[src/rtl/sprite_addr_calc_if.sv]
// Raster-position and sprite-descriptor bundle feeding one sprite address
// generator, plus the registered address/valid it returns.
interface sprite_addr_calc_if;
   logic [79:0] pattern_info;
   logic [31:0] sprite_info;
   logic [9:0]  hcount;
   logic [9:0]  vcount;
   logic [15:0] addr_output;
   logic        valid;

   modport master (
      output pattern_info,
      output sprite_info,
      output hcount,
      output vcount,
      input  addr_output,
      input  valid
   );

   modport slave (
      input  pattern_info,
      input  sprite_info,
      input  hcount,
      input  vcount,
      output addr_output,
      output valid
   );
endinterface

[src/rtl/sprite_addr_calc.sv]
// Per-sprite pixel address generator: hit test, power-of-two tiling,
// horizontal flip and linear address, registered with one cycle of latency.
module sprite_addr_calc (
   input  logic              clk,
   input  logic              reset,
   sprite_addr_calc_if.slave bus
);

   logic        [15:0] base;
   logic        [15:0] res_h;
   logic        [15:0] res_v;
   logic        [15:0] act_h;
   logic        [15:0] act_v;
   logic               visible;
   logic               hflip;
   logic        [9:0]  pos_x;
   logic        [9:0]  pos_y;

   logic        [16:0] dx;
   logic        [16:0] dy;
   logic        [16:0] x_end;
   logic        [16:0] y_end;
   logic               in_h;
   logic               in_v;
   logic               sizes_ok;
   logic               hit;

   logic        [15:0] sx_tiled;
   logic        [15:0] sx;
   logic        [15:0] sy;
   logic        [31:0] row_offset;
   logic        [31:0] addr_wide;

   logic               valid_d;
   logic               valid_q;
   logic        [15:0] addr_d;
   logic        [15:0] addr_q;

   logic               unused_bits;

   // True when pos lies in [start, end); end is carried at 17 bits so a
   // rectangle running past column/row 1023 clips instead of wrapping.
   function automatic logic in_span(input logic [9:0]  pos,
                                    input logic [9:0]  start,
                                    input logic [16:0] span_end);
      in_span = ({7'd0, pos} >= {7'd0, start}) && ({7'd0, pos} < span_end);
   endfunction

   function automatic logic [15:0] tile(input logic [15:0] offset,
                                        input logic [15:0] res);
      tile = offset & (res - 16'd1);
   endfunction

   function automatic logic [15:0] mirror(input logic [15:0] s,
                                          input logic [15:0] res,
                                          input logic        en);
      mirror = en ? (res - 16'd1 - s) : s;
   endfunction

   assign base    = bus.pattern_info[79:64];
   assign res_h   = bus.pattern_info[63:48];
   assign res_v   = bus.pattern_info[47:32];
   assign act_h   = bus.pattern_info[31:16];
   assign act_v   = bus.pattern_info[15:0];
   assign visible = bus.sprite_info[31];
   assign hflip   = bus.sprite_info[30];
   assign pos_x   = bus.sprite_info[29:20];
   assign pos_y   = bus.sprite_info[19:10];

   assign dx    = {7'd0, bus.hcount} - {7'd0, pos_x};
   assign dy    = {7'd0, bus.vcount} - {7'd0, pos_y};
   assign x_end = {7'd0, pos_x} + {1'b0, act_h};
   assign y_end = {7'd0, pos_y} + {1'b0, act_v};

   assign in_h     = in_span(bus.hcount, pos_x, x_end);
   assign in_v     = in_span(bus.vcount, pos_y, y_end);
   assign sizes_ok = (act_h != 16'd0) && (act_v != 16'd0) &&
                     (res_h != 16'd0) && (res_v != 16'd0);
   assign hit      = visible && sizes_ok && in_h && in_v;

   // Flip is applied to the tiled column so every repeated tile mirrors.
   assign sx_tiled   = tile(dx[15:0], res_h);
   assign sx         = mirror(sx_tiled, res_h, hflip);
   assign sy         = tile(dy[15:0], res_v);
   assign row_offset = sy * res_h;
   assign addr_wide  = {16'd0, base} + row_offset + {16'd0, sx};

   always_comb begin
      valid_d = 1'b0;
      addr_d  = 16'd0;
      if (hit) begin
         valid_d = 1'b1;
         addr_d  = addr_wide[15:0];
      end
   end

   // Output register: the only state in the block.
   always_ff @(posedge clk) begin
      if (reset) begin
         valid_q <= 1'b0;
         addr_q  <= 16'd0;
      end else begin
         valid_q <= valid_d;
         addr_q  <= addr_d;
      end
   end

   assign bus.valid       = valid_q;
   assign bus.addr_output = addr_q;

   assign unused_bits = ^{bus.sprite_info[9:0], dx[16], dy[16], addr_wide[31:16]};

endmodule

[src/flat_wrapper.sv]
// flat-port wrapper written by rule: the top's interface ports become plain ports
module sprite_addr_calc_flat 
  (clk, reset, bus_pattern_info, bus_sprite_info, bus_hcount, bus_vcount, bus_addr_output, bus_valid);
  sprite_addr_calc_if bus_i ();
  input  logic clk;
  input  logic reset;
  input wire logic [$bits(bus_i.pattern_info)-1:0] bus_pattern_info;
  input wire logic [$bits(bus_i.sprite_info)-1:0] bus_sprite_info;
  input wire logic [$bits(bus_i.hcount)-1:0] bus_hcount;
  input wire logic [$bits(bus_i.vcount)-1:0] bus_vcount;
  output wire logic [$bits(bus_i.addr_output)-1:0] bus_addr_output;
  output wire logic [$bits(bus_i.valid)-1:0] bus_valid;
  assign bus_i.pattern_info = bus_pattern_info;
  assign bus_i.sprite_info = bus_sprite_info;
  assign bus_i.hcount = bus_hcount;
  assign bus_i.vcount = bus_vcount;
  assign bus_addr_output = bus_i.addr_output;
  assign bus_valid = bus_i.valid;
  sprite_addr_calc u_core (.clk(clk), .reset(reset), .bus(bus_i));
endmodule
[config.mk]
export PLATFORM = sky130hd
export DESIGN_NAME = sprite_addr_calc_flat
export DESIGN_NICKNAME = d
export VERILOG_FILES = /design/src/rtl/sprite_addr_calc_if.sv /design/src/rtl/sprite_addr_calc.sv /design/src/flat_wrapper.sv
export SDC_FILE = /design/constraint.sdc
export NUM_CORES = 1
export LEC_CHECK = 0
export ABC_AREA = 1
export CAP_MARGIN = 30
export CORE_ASPECT_RATIO = 1.25
export CORE_MARGIN = 10
export CORE_UTILIZATION = 25
export CTS_CLUSTER_SIZE = 30
export DETAILED_ROUTE_END_ITERATION = 10
export GPL_TIMING_DRIVEN = 0
export SLEW_MARGIN = 20
export SYNTH_ARGS = -nofsm -noshare
export SYNTH_HDL_FRONTEND = slang
export SYNTH_SLANG_ARGS = --single-unit
[constraint.sdc]
create_clock -name clk -period 13.1 [get_ports clk]
set_input_delay 2.62 -clock clk [delete_from_list [all_inputs] [get_ports clk]]
set_output_delay 2.62 -clock clk [all_outputs]
set_load 0.02 [all_outputs]
==> impl_metrics.csv <==
group,metric,value,unit
sta,finalCritPeriodShare,73.93,%
cts,post_cts_buffers,0,
worst_setup_path,max_stage_delay,0.61,ns
cts,cts_hold_buf,0,
die,dieArea,44440,um2
pwr,vdd_drop_max,0.1103,mV
sta,slew_viol_final,0,
sta,worst_pin_slew,0.8737,ns
cells_and_area,layout_commonest_cell,"inv_1",
die,core,36110,um2
global_routing,use_met2,22.51,%
die,start_util,25.18,%
die,die_h,233.2,um
min_path,hold_path.class,"input port to flop",
cts,root_buffer,"clkbuf_16",
worst_setup_path,cp-endpoint,"u_core.bus.addr_output[15]",
worst_setup_path,path_max_fanout,10,
cts,clk_pin_slew,0.05,ns
worst_setup_path,critPathRequiredTime,13.29,ns
cts,cts.path.max_buffers,2,
min_path,min_from,"bus_pattern_info[64]",
cells_and_area,final_cell_mix,"inv_1 (316), nand2_1 (298), clkdlybuf4s50_1 (135)",
global_routing,use_met3,3.133,%
worst_setup_path,end_kind,"flop",
sta,hold_ws,3.122,ns
pwr,power.density,146.7,nW/um2
placed_design,portBuffers,135,
global_routing,grt_max_degree,11,
cells_and_area,drive_gt1_share,3.846,%
worst_setup_path,start_kind,"input port",
worst_setup_path,crit_type,"input port to flop",
cts,ctsResizeCount,0,
routing,wl,27420,um
global_routing,grt_busiest_layer,"met2",
cts,cts.sinks,17,
sta,min_period,9.685,ns
synth,ys_seq_area_share,3.743,%
routing,drtIter0Drc,322,
worst_setup_path,path_common_cell,"nand2_1",
synth,yosysWarningCount,0,
sta,fmax,0.1033,GHz
global_routing,grt_pass1_vias,8926,
routing,vias,8515,
worst_setup_path,arrival,9.87,ns
synth,ys.flop_type,"dfxtp_1",
flow_run,cap_violations,0,
synth,syn_avg_cell_area,6.769,um2
sta,tns,0,ns
placed_design,placed_cells,1958,
synth,synth_nets,1702,
global_routing,grt_pass1_wl,43960,um
sta,slew_headroom,41.54,%
status,outcome,"completed",
placed_design,place_hpwl,25410,um
placed_design,placed_cell_area,11040,um2
cells_and_area,stdcell_count,1968,
placed_design,routabilityCongestion,0.9132,
cells_and_area,final_nets,1842,
routing,post_drt_wl_per_cell,13.93,um
routing,ant_nets,0,
routing,firstDrtPassIters,5,
worst_setup_path,crit_start,"bus_pattern_info[49]",
cts,cts_tree,"built",
synth,syn_inst,1343,
synth,synth-edff-count,0,
global_routing,antenna_found_initial,11,
pwr,power.leakage,0.005791,uW
cells_and_area,final_area,11140,um2
die,rows,78,
synth,async_flop_share,0,%
cts,htree_levels,1,
synth,netlist_area,9091,um2
sta,hold_viol,0,
synth,synth.distinct_cells,53,
cells_and_area,syn_to_final_growth,22.52,%
worst_setup_path,cp_slowest_cell,"fa_1",
die,die_w,190.6,um
global_routing,use_met1,13.48,%
routing,drc_errors,0,
routing,via_per_inst,4.327,
global_routing,grt_usage,12.32,%
die,io_pins,151,
cts,cts_buffers,3,
global_routing,overflow,0,
sta,grt_setup_unrepaired,"false",
sta,setup_viol,0,
synth,ys_ff_latch,17,
## worst max-delay path, delay by kind of cell
kind	cells	cell delay, ns
AND/OR/NAND/NOR	17	1.79
adder cells (fa/ha/maj)	7	3.29
AO/OA/AOI/OAI	4	0.62
buffers and inverters	6	1.37
XOR/XNOR	1	0.19
## synth_stat cells, types with 4 or more instances
cell	instances	area, um2
ha_1	113	1414
nand3_1	73	365.4
nor2_1	131	491.7
nor3_1	7	35.03
inv_1	316	1186
nand3b_1	7	52.55
nor2_2	13	81.33
a21oi_1	49	245.2
o211ai_1	4	30.03
xor2_1	43	376.6
o21ai_1	4	20.02
o21bai_1	4	30.03
nor4_1	9	56.30
nand2_2	6	37.54
a31oi_1	6	37.54
clkbuf_1	12	45.04
nand4_1	14	87.58
or2_2	7	43.79
fa_1	112	2242
o21ai_0	31	155.2
nand2_1	298	1119
dfxtp_1	17	340.3
a21o_1	5	37.54
xnor2_1	18	157.7
## through the flow
stage	utilization [%]	setup slack [ns]	total power, uW
2_1_floorplan	-	4.620	1233
4_1_cts	30.80	3.328	1658
3_3_place_gp	30.58	3.149	1563
6_report	30.85	3.415	1634
3_5_place_dp	30.58	3.081	1583
5_1_grt	30.80	2.863	1901
## metal layers
layer  wire, um  up-vias
li1           -     4402
met3       1707       50
met2      13760      182
met5         83        -
met4        892       12
met1      10970     3869
## power breakdown
part | switching, uW | leakage (uW) | internal [uW] | total, uW
Clock | 21.4 | 0.0000409 | 40.9 | 62.3
Combinational | 882 | 0.00561 | 627 | 1510
Sequential | 2.07 | 0.000137 | 60.8 | 62.9
Total | 905 | 0.00579 | 729 | 1630
## final cells by class
type | instances | area, um2
Clock buffer | 3 | 75.07
Multi-Input combinational cell | 990 | 7468
Antenna cell | 6 | 15.01
Buffer | 17 | 85.08
Clock inverter | 1 | 5.005
Fill cell | 3998 | 24970
Sequential cell | 17 | 340.3
Timing Repair Buffer | 135 | 1351
Tap cell | 480 | 600.6
Inverter | 319 | 1197
## cell families after synthesis
group	synth area share [%]
muxes	0.1239
other	0.04125
AOI/OAI and AO/OA	8.244
xor gates and xnor gates	6.056
DFF	3.744
buffers and inverters	14.11
and+or+nand+nor	27.47
adders and majority gates	40.21
## state kept, by name (all words and copies together) (netlist names)
register                count
u_core.bus.addr_output     16
u_core.bus.valid            1
## worst min-delay path by stage
| stage | slack [ns] | end | cells after the start |
|---|---|---|---|
| CTS | 3.14 | u_core.bus.addr_output[0] | 4 |
| detailed placement | 3.41 | u_core.bus.addr_output[0] | 4 |
| global route | 3.17 | u_core.bus.addr_output[0] | 4 |
| global placement | 3.40 | u_core.bus.addr_output[0] | 4 |
| finish | 3.12 | u_core.bus.addr_output[0] | 4 |
| floorplan | 2.91 | u_core.bus.addr_output[0] | 3 |
Note: power is estimated with default switching activity, not from simulation.
